File: src/rtl/dsp_mac_acc.sv
`timescale 1ns/1ps
`default_nettype none
// ============================================================================
// Module      : dsp_mac_acc
// Description : Pipelined signed multiply-accumulate with chain framing.
//               Each accepted beat forms A*B and applies it to the
//               accumulator (load / add / subtract / C-plus-product).
//               Overflow either saturates or wraps. A LAST beat emits the
//               chain result with its sticky overflow flag and beat count.
//               Backpressure from OUT_READY stalls the whole pipeline.
// Ports       : CLK, RSTB (async, active-high)
//               IN_VALID/IN_READY, A, B, C, OPM, LAST  - input beat
//               OUT_VALID/OUT_READY, P, OVF, CNT       - chain result
// Revision    : 1.0 - initial release
// ============================================================================
module dsp_mac_acc #(
    parameter int AW     = 18,
    parameter int BW     = 18,
    parameter int PW     = 48,
    parameter int MDEPTH = 2,
    parameter int SAT_EN = 1,
    parameter int CW     = 16
) (
    input  logic          CLK,
    input  logic          RSTB,
    input  logic          IN_VALID,
    output logic          IN_READY,
    input  logic [AW-1:0] A,
    input  logic [BW-1:0] B,
    input  logic [PW-1:0] C,
    input  logic [1:0]    OPM,
    input  logic          LAST,
    output logic          OUT_VALID,
    input  logic          OUT_READY,
    output logic [PW-1:0] P,
    output logic          OVF,
    output logic [CW-1:0] CNT
);

    localparam logic [PW-1:0] c_pmax = {1'b0, {(PW-1){1'b1}}};
    localparam logic [PW-1:0] c_pmin = {1'b1, {(PW-1){1'b0}}};
    localparam logic [1:0]    c_op_load = 2'b00;
    localparam logic [1:0]    c_op_add  = 2'b01;
    localparam logic [1:0]    c_op_sub  = 2'b10;

    // Input register stage
    logic          in_vld_q,  in_vld_d;
    logic [AW-1:0] in_a_q,    in_a_d;
    logic [BW-1:0] in_b_q,    in_b_d;
    logic [PW-1:0] in_c_q,    in_c_d;
    logic [1:0]    in_opm_q,  in_opm_d;
    logic          in_last_q, in_last_d;

    // Product register stages; index MDEPTH-1 feeds the accumulator
    logic          pr_vld_q  [MDEPTH];
    logic          pr_vld_d  [MDEPTH];
    logic [PW-1:0] pr_prod_q [MDEPTH];
    logic [PW-1:0] pr_prod_d [MDEPTH];
    logic [PW-1:0] pr_c_q    [MDEPTH];
    logic [PW-1:0] pr_c_d    [MDEPTH];
    logic [1:0]    pr_opm_q  [MDEPTH];
    logic [1:0]    pr_opm_d  [MDEPTH];
    logic          pr_last_q [MDEPTH];
    logic          pr_last_d [MDEPTH];

    // Accumulator, chain state and output register
    logic [PW-1:0] acc_q,       acc_d;
    logic          sticky_q,    sticky_d;
    logic [CW-1:0] count_q,     count_d;
    logic          out_valid_q, out_valid_d;
    logic [PW-1:0] p_q,         p_d;
    logic          ovf_q,       ovf_d;
    logic [CW-1:0] cnt_q,       cnt_d;

    logic                 w_adv;
    logic                 w_commit;
    logic [AW+BW-1:0]     w_a_ext;
    logic [AW+BW-1:0]     w_b_ext;
    logic [AW+BW-1:0]     w_mult;
    logic [PW-1:0]        w_prod;
    logic [PW:0]          w_exact;
    logic                 w_bovf;
    logic [PW-1:0]        w_acc_next;
    logic [CW-1:0]        w_cnt_inc;

    // The pipeline advances whenever the output slot is free or draining.
    // Depends only on registered state and OUT_READY, never on IN_VALID.
    assign w_adv    = !out_valid_q || OUT_READY;
    assign w_commit = w_adv && pr_vld_q[MDEPTH-1];
    assign IN_READY = w_adv;

    // Low AW+BW bits of the product of sign-extended operands equal the
    // exact signed product.
    assign w_a_ext = {{BW{in_a_q[AW-1]}}, in_a_q};
    assign w_b_ext = {{AW{in_b_q[BW-1]}}, in_b_q};
    assign w_mult  = w_a_ext * w_b_ext;
    assign w_prod  = {{(PW-AW-BW){w_mult[AW+BW-1]}}, w_mult};

    // One guard bit holds the exact result of a single add/subtract.
    always_comb begin
        w_exact = {pr_prod_q[MDEPTH-1][PW-1], pr_prod_q[MDEPTH-1]};
        case (pr_opm_q[MDEPTH-1])
            c_op_load: w_exact = {pr_prod_q[MDEPTH-1][PW-1], pr_prod_q[MDEPTH-1]};
            c_op_add:  w_exact = {acc_q[PW-1], acc_q}
                               + {pr_prod_q[MDEPTH-1][PW-1], pr_prod_q[MDEPTH-1]};
            c_op_sub:  w_exact = {acc_q[PW-1], acc_q}
                               - {pr_prod_q[MDEPTH-1][PW-1], pr_prod_q[MDEPTH-1]};
            default:   w_exact = {pr_c_q[MDEPTH-1][PW-1], pr_c_q[MDEPTH-1]}
                               + {pr_prod_q[MDEPTH-1][PW-1], pr_prod_q[MDEPTH-1]};
        endcase
    end

    // Result does not fit when the guard bit disagrees with the sign bit
    assign w_bovf = w_exact[PW] ^ w_exact[PW-1];

    always_comb begin
        w_acc_next = w_exact[PW-1:0];
        if (w_bovf && (SAT_EN != 0)) begin
            w_acc_next = w_exact[PW] ? c_pmin : c_pmax;
        end
    end

    assign w_cnt_inc = (&count_q) ? count_q : (count_q + {{(CW-1){1'b0}}, 1'b1});

    always_comb begin
        in_vld_d    = in_vld_q;
        in_a_d      = in_a_q;
        in_b_d      = in_b_q;
        in_c_d      = in_c_q;
        in_opm_d    = in_opm_q;
        in_last_d   = in_last_q;
        pr_vld_d    = pr_vld_q;
        pr_prod_d   = pr_prod_q;
        pr_c_d      = pr_c_q;
        pr_opm_d    = pr_opm_q;
        pr_last_d   = pr_last_q;
        acc_d       = acc_q;
        sticky_d    = sticky_q;
        count_d     = count_q;
        out_valid_d = out_valid_q;
        p_d         = p_q;
        ovf_d       = ovf_q;
        cnt_d       = cnt_q;

        if (w_adv) begin
            // Data fields load every advance; the valid bit marks bubbles.
            in_vld_d  = IN_VALID;
            in_a_d    = A;
            in_b_d    = B;
            in_c_d    = C;
            in_opm_d  = OPM;
            in_last_d = LAST;

            pr_vld_d[0]  = in_vld_q;
            pr_prod_d[0] = w_prod;
            pr_c_d[0]    = in_c_q;
            pr_opm_d[0]  = in_opm_q;
            pr_last_d[0] = in_last_q;
            for (int i = 1; i < MDEPTH; i++) begin
                pr_vld_d[i]  = pr_vld_q[i-1];
                pr_prod_d[i] = pr_prod_q[i-1];
                pr_c_d[i]    = pr_c_q[i-1];
                pr_opm_d[i]  = pr_opm_q[i-1];
                pr_last_d[i] = pr_last_q[i-1];
            end

            // Advancing implies the current result is consumed or absent
            out_valid_d = 1'b0;

            if (w_commit) begin
                acc_d = w_acc_next;
                if (pr_last_q[MDEPTH-1]) begin
                    p_d         = w_acc_next;
                    ovf_d       = sticky_q | w_bovf;
                    cnt_d       = w_cnt_inc;
                    out_valid_d = 1'b1;
                    sticky_d    = 1'b0;
                    count_d     = '0;
                end else begin
                    sticky_d = sticky_q | w_bovf;
                    count_d  = w_cnt_inc;
                end
            end
        end
    end

    always_ff @(posedge CLK or posedge RSTB) begin
        if (RSTB) begin
            in_vld_q    <= 1'b0;
            in_a_q      <= '0;
            in_b_q      <= '0;
            in_c_q      <= '0;
            in_opm_q    <= '0;
            in_last_q   <= 1'b0;
            for (int i = 0; i < MDEPTH; i++) begin
                pr_vld_q[i]  <= 1'b0;
                pr_prod_q[i] <= '0;
                pr_c_q[i]    <= '0;
                pr_opm_q[i]  <= '0;
                pr_last_q[i] <= 1'b0;
            end
            acc_q       <= '0;
            sticky_q    <= 1'b0;
            count_q     <= '0;
            out_valid_q <= 1'b0;
            p_q         <= '0;
            ovf_q       <= 1'b0;
            cnt_q       <= '0;
        end else begin
            in_vld_q    <= in_vld_d;
            in_a_q      <= in_a_d;
            in_b_q      <= in_b_d;
            in_c_q      <= in_c_d;
            in_opm_q    <= in_opm_d;
            in_last_q   <= in_last_d;
            pr_vld_q    <= pr_vld_d;
            pr_prod_q   <= pr_prod_d;
            pr_c_q      <= pr_c_d;
            pr_opm_q    <= pr_opm_d;
            pr_last_q   <= pr_last_d;
            acc_q       <= acc_d;
            sticky_q    <= sticky_d;
            count_q     <= count_d;
            out_valid_q <= out_valid_d;
            p_q         <= p_d;
            ovf_q       <= ovf_d;
            cnt_q       <= cnt_d;
        end
    end

    assign OUT_VALID = out_valid_q;
    assign P         = p_q;
    assign OVF       = ovf_q;
    assign CNT       = cnt_q;

endmodule
`default_nettype wire

File: config.mk
export PLATFORM = sky130hd
export DESIGN_NAME = dsp_mac_acc
export DESIGN_NICKNAME = d
export VERILOG_FILES = /design/src/rtl/dsp_mac_acc.sv
export SDC_FILE = /design/constraint.sdc
export NUM_CORES = 2
export LEC_CHECK = 0
export ABC_AREA = 1
export CELL_PAD_IN_SITES_DETAIL_PLACEMENT = 2
export CELL_PAD_IN_SITES_GLOBAL_PLACEMENT = 2
export CORE_ASPECT_RATIO = 1.25
export CORE_MARGIN = 1
export CORE_UTILIZATION = 33
export DETAILED_ROUTE_END_ITERATION = 8
export PLACE_DENSITY = 0.83
export SETUP_SLACK_MARGIN = 0.15
export SYNTH_ARGS = -nofsm -noshare
export SYNTH_HDL_FRONTEND = slang
export SYNTH_SLANG_ARGS = --single-unit
File: constraint.sdc
create_clock -name CLK -period 13.99 [get_ports CLK]
set_input_delay 2.798 -clock CLK [delete_from_list [all_inputs] [get_ports CLK]]
set_output_delay 2.798 -clock CLK [all_outputs]
set_load 0.01 [all_outputs]
# --- Word-level counts from Yosys, hierarchy flattened ---
# Index checks and enable logic that the tools add are counted.
word_totals:
  regBits: 395
  out_inout_bits: 67
  elab_cells: 47
op_classes:
  addsub: 4
  n_mul: 1
  eq_ne: 2
  mux: 8
  bitwise: 2
  reduce_logical: 7
op_table:
  columns: ["op", "n"]
  rows:
  - ["49-bit case mux with 3 select lines", 1]
  - ["48-bit by 36-bit adder with 49-bit output", 2]
  - ["48-bit two-way mux", 2]
  - ["48-bit by 36-bit subtractor with 49-bit output", 1]
  - ["18-bit by 18-bit multiplier with 36-bit output", 1]
  - ["16-bit two-way mux", 2]
  - ["16-bit by 1-bit adder with 16-bit output (second input constant)", 1]
  - ["16-bit AND reduction", 1]
  - ["1-bit two-way mux", 3]
  - ["3-bit AND reduction", 1]
  - ["2-bit by 1-bit equality test with 1-bit output (second input constant)", 1]
  - ["2-bit equality test (second input constant)", 1]
  - ["2-bit logical NOT", 1]
  - ["2-bit AND reduction", 1]
  - ["1-bit logical AND", 1]
  - ["1-bit logical NOT", 1]
  - ["1-bit logical OR", 1]
  - ["1-bit bitwise OR", 1]
  - ["1-bit bitwise XOR", 1]

# --- Depth between registers and ports, before layout ---
depth:
  ltp_word: 5
  mapped_depth: 35

# --- Least setup slack after synthesis ---
# No wires, ideal clock.
synth_path:
  path_kind: "in2out"
  start: "in OUT_READY"
  end: "out IN_READY"
  arrival_ns: 3.821
  path_slack_ns: 7.371
  path_stages: 5
  cell_sequence: "nor2_1 > clkbuf_1 > clkinv_1 > clkbuf_1 > clkbuf_1"
synth_between:
  elab_chain_cells: 1
synth_rtl:
  columns: ["item", "line", "source"]
  rows:
  - ["start, declared", "34", "input logic OUT_READY,"]
  - ["1-bit logical OR", "88", "assign w_adv = !out_valid_q || OUT_READY;"]
  - ["end, declared", "27", "output logic IN_READY,"]
# Every way passes these cells.

# --- Worst setup path after layout ---
# Ends and elaborated chain as after synthesis.

==> metrics.yaml <==
floorplanning:
  start_util_pct: 33.43
  io_pins: 158
  rows: 138
  die_y_um: 381.6
  fp.coreArea_sq_um: 113800
  die_area_sq_um: 116600
  die_w_um: 305.7
finish:
  seq_area_sq_um: 9884
  fillers: 13540
  area_growth_pct: 12.10
  drive_gt1_share_pct: 3.914
  multi_input_area_sq_um: 23300
  final_core_util_pct: 37.48
  diodes: 0
  final_nets: 6096
timing:
  setup_viol: 0
  fin_crit_ns: 8.081
  finalHoldViolations: 0
  rsz0062_at_grt: "no"
  tightest_slew_ns: 1.116
  fmax_mhz: 123.7
  drv_slew: 0
  finalCritPeriodShare_pct: 57.76
  final.setup.tns_ns: 0
  max-slew-margin-rel_pct: 25.61
  clock_skew_ns: 0.03269
routing:
  avgRoutedWirePerCell_um: 21.76
  finalWirelength_um: 152100
  drt-pass1-iter-count: 5
  drtIter0Drc: 1438
  drc_errors: 0
  num_vias: 35540
  via_per_inst: 5.085
  ant_nets: 0
global_routing:
  antenna_found_initial: 3
  grt.total_usage_pct: 26.34
  grt_start_max_net_pins: 221
  grt_pass1_vias: 41390
  grt_remaining_overflow: 0
  grt_pass1_wl_um: 237300
yosys:
  ys_warn_count: 0
  yosysTopAreaCellShare_pct: 25.99
  netlist_instances: 5426
  synth_cell_types: 50
  ys_seq_elements: 395
  synthFlopType: "dfrtp_1"
  synth-edff-count: 0
  yosysSeqAreaShare_pct: 25.99
  post-synth-top-count-cell: "nand2_1"
  synth_largest_area_cell: "dfrtp_1"
  syn_area_sq_um: 38040
  syn_nets: 6042
  yosys-top-cells-area: "dfrtp_1 (26%), nand2_1 (19%), fa_1 (17%), inv_1 (11%), ha_1 (6.4%)"
  async_flop_share_pct: 100.0
  synth_common_cells: "nand2_1 (1884), inv_1 (1079), dfrtp_1 (395)"
  avgSynthCellArea_sq_um: 7.010
critical_path:
  worst_path_max_delay_cell: "nor2_4"
  crit_top_cell: "clkdlybuf4s50_1"
  path_depth: 4
  cp.arrival_ns: 5.28
  max_stage_delay_ns: 0.81
  ff2ff_setup_slack_ns: 6.88
  worst-endpoint-required_ns: 11.19
  end_kind: "output port"
  startpoint_type: "input port"
  crit_chain: "clkdlybuf4s50_1, nor2_4, inv_8, clkdlybuf4s50_1"
  worst_r2r_path_depth: 25
  cpLargestDelayFamily: "buffers and inverters"
  crit_fanout: 129
  path_buf_inv: 3
  critPathKind: "in -> out"
clocking:
  numCtsBuffers: 48
  ctsResizeCount: 0
  h-tree-depth: 2
  cts_max_path_buffers: 3
  path_clk_slew_ns: 0.06
  cts_root_buf: "clkbuf_16"
  cts_tree: "built"
  insertion_delay_ns: 0.65
  holdBufCountCts: 0
  cts_sinks: 395
  postCtsSetupBuffers: 0
flow_run:
  cap_violations: 0
min_path:
  hp-class: "reg -> reg"
  min_path_cells: 2
placed_design:
  hpwl_um: 123300
  gp_congestion: 0.9772
  portBuffers: 157
run_status:
  status: "complete, no violations"
worst min-delay path, stage by stage (launching register included):
cell and delay (ns):
dfrtp_1 0.35, nand2_1 0.06, nand2_1 0.05
worst paths after layout:
| path | start | end |
|---|---|---|
| max | OUT_READY | IN_READY |
| min | pr_c_q[80]$_DFFE_PP0N_ | pr_c_q[32]$_DFFE_PP0N_ |
| max reg2reg | in_a_q[17]$_DFFE_PP0N_ | pr_prod_q[83]$_DFFE_PP0N_ |
| min reg2reg | pr_c_q[80]$_DFFE_PP0N_ | pr_c_q[32]$_DFFE_PP0N_ |
| max in group asynchronous | RSTB | pr_c_q[41]$_DFFE_PP0N_ |
| min in group asynchronous | RSTB | in_c_q[47]$_DFFE_PP0N_ |
stage by stage:
stage | hold WS, ns | setup WS (ns) | std cells | instance area (sq um)
after floorplan | 0.4422 | 0.2093 | 5426 | 38040
after global placement | 0.4541 | 6.002 | 6900 | 41010
after detailed placement | 0.4618 | 5.973 | 6900 | 41010
after CTS | 0.4785 | 5.955 | 6989 | 42640
after global routing | 0.5013 | 5.804 | 6989 | 42640
final | 0.4673 | 5.909 | 6989 | 42640
flip-flops by register name, summed over array words and instances, names as in the netlist, 2 cells and up:
register   cells
pr_vld_q       2
pr_last_q      2
P             48
pr_c_q        96
pr_prod_q     72
CNT           16
in_b_q        18
in_opm_q       2
in_c_q        48
count_q       16
acc_q         48
pr_opm_q       4
in_a_q        18
cell usage in the layout (no fill, tap or decap), types with 21 or more instances in the layout:
cell type,n
nand2_4,21
o21bai_1,26
ha_1,193
xor2_1,56
buf_4,36
nor2_1,267
nand2_1,1884
dfrtp_1,395
a21oi_1,218
clkbuf_16,48
nor3_1,36
or2_2,26
fa_1,331
o21ai_0,319
nand4_1,49
nand3_1,193
clkdlybuf4s50_1,157
inv_1,1077
routing by layer:
layer | vias up | GRT usage, % | wire (um)
met5 | - | 0 | 12
li1 | 16450 | - | -
met3 | 330 | 2.209 | 3373
met4 | 2 | 12.75 | 7852
met2 | 596 | 51.51 | 83480
met1 | 18160 | 27.98 | 57350
cells by family (layout without fill, tap and decap cells):
family | Yosys count | in the layout | synth area share, %
AND/OR/NAND/NOR | 2526 | 2526 | 26.99
buffers and inverters | 1286 | 1379 | 12.84
adder cells (fa/ha/maj) | 525 | 525 | 23.80
multiplexers | 2 | 2 | 0.05592
flip-flops | 395 | 395 | 25.99
XOR/XNOR | 71 | 71 | 1.635
AO/OA/AOI/OAI | 621 | 621 | 8.684
cell type report:
class                   instances  share of cell area, %
multi-input cells            3745                  54.63
repair buffers                194                  4.366
well taps                    1470                  4.313
clock inverters                28                 0.7512
flip-flops and latches        395                  23.18
clock buffers                  61                  3.072
inverters                    1096                  9.683
Power is not shown: default switching activity piles up to over one toggle a cycle in this logic, so the estimate is an artifact.
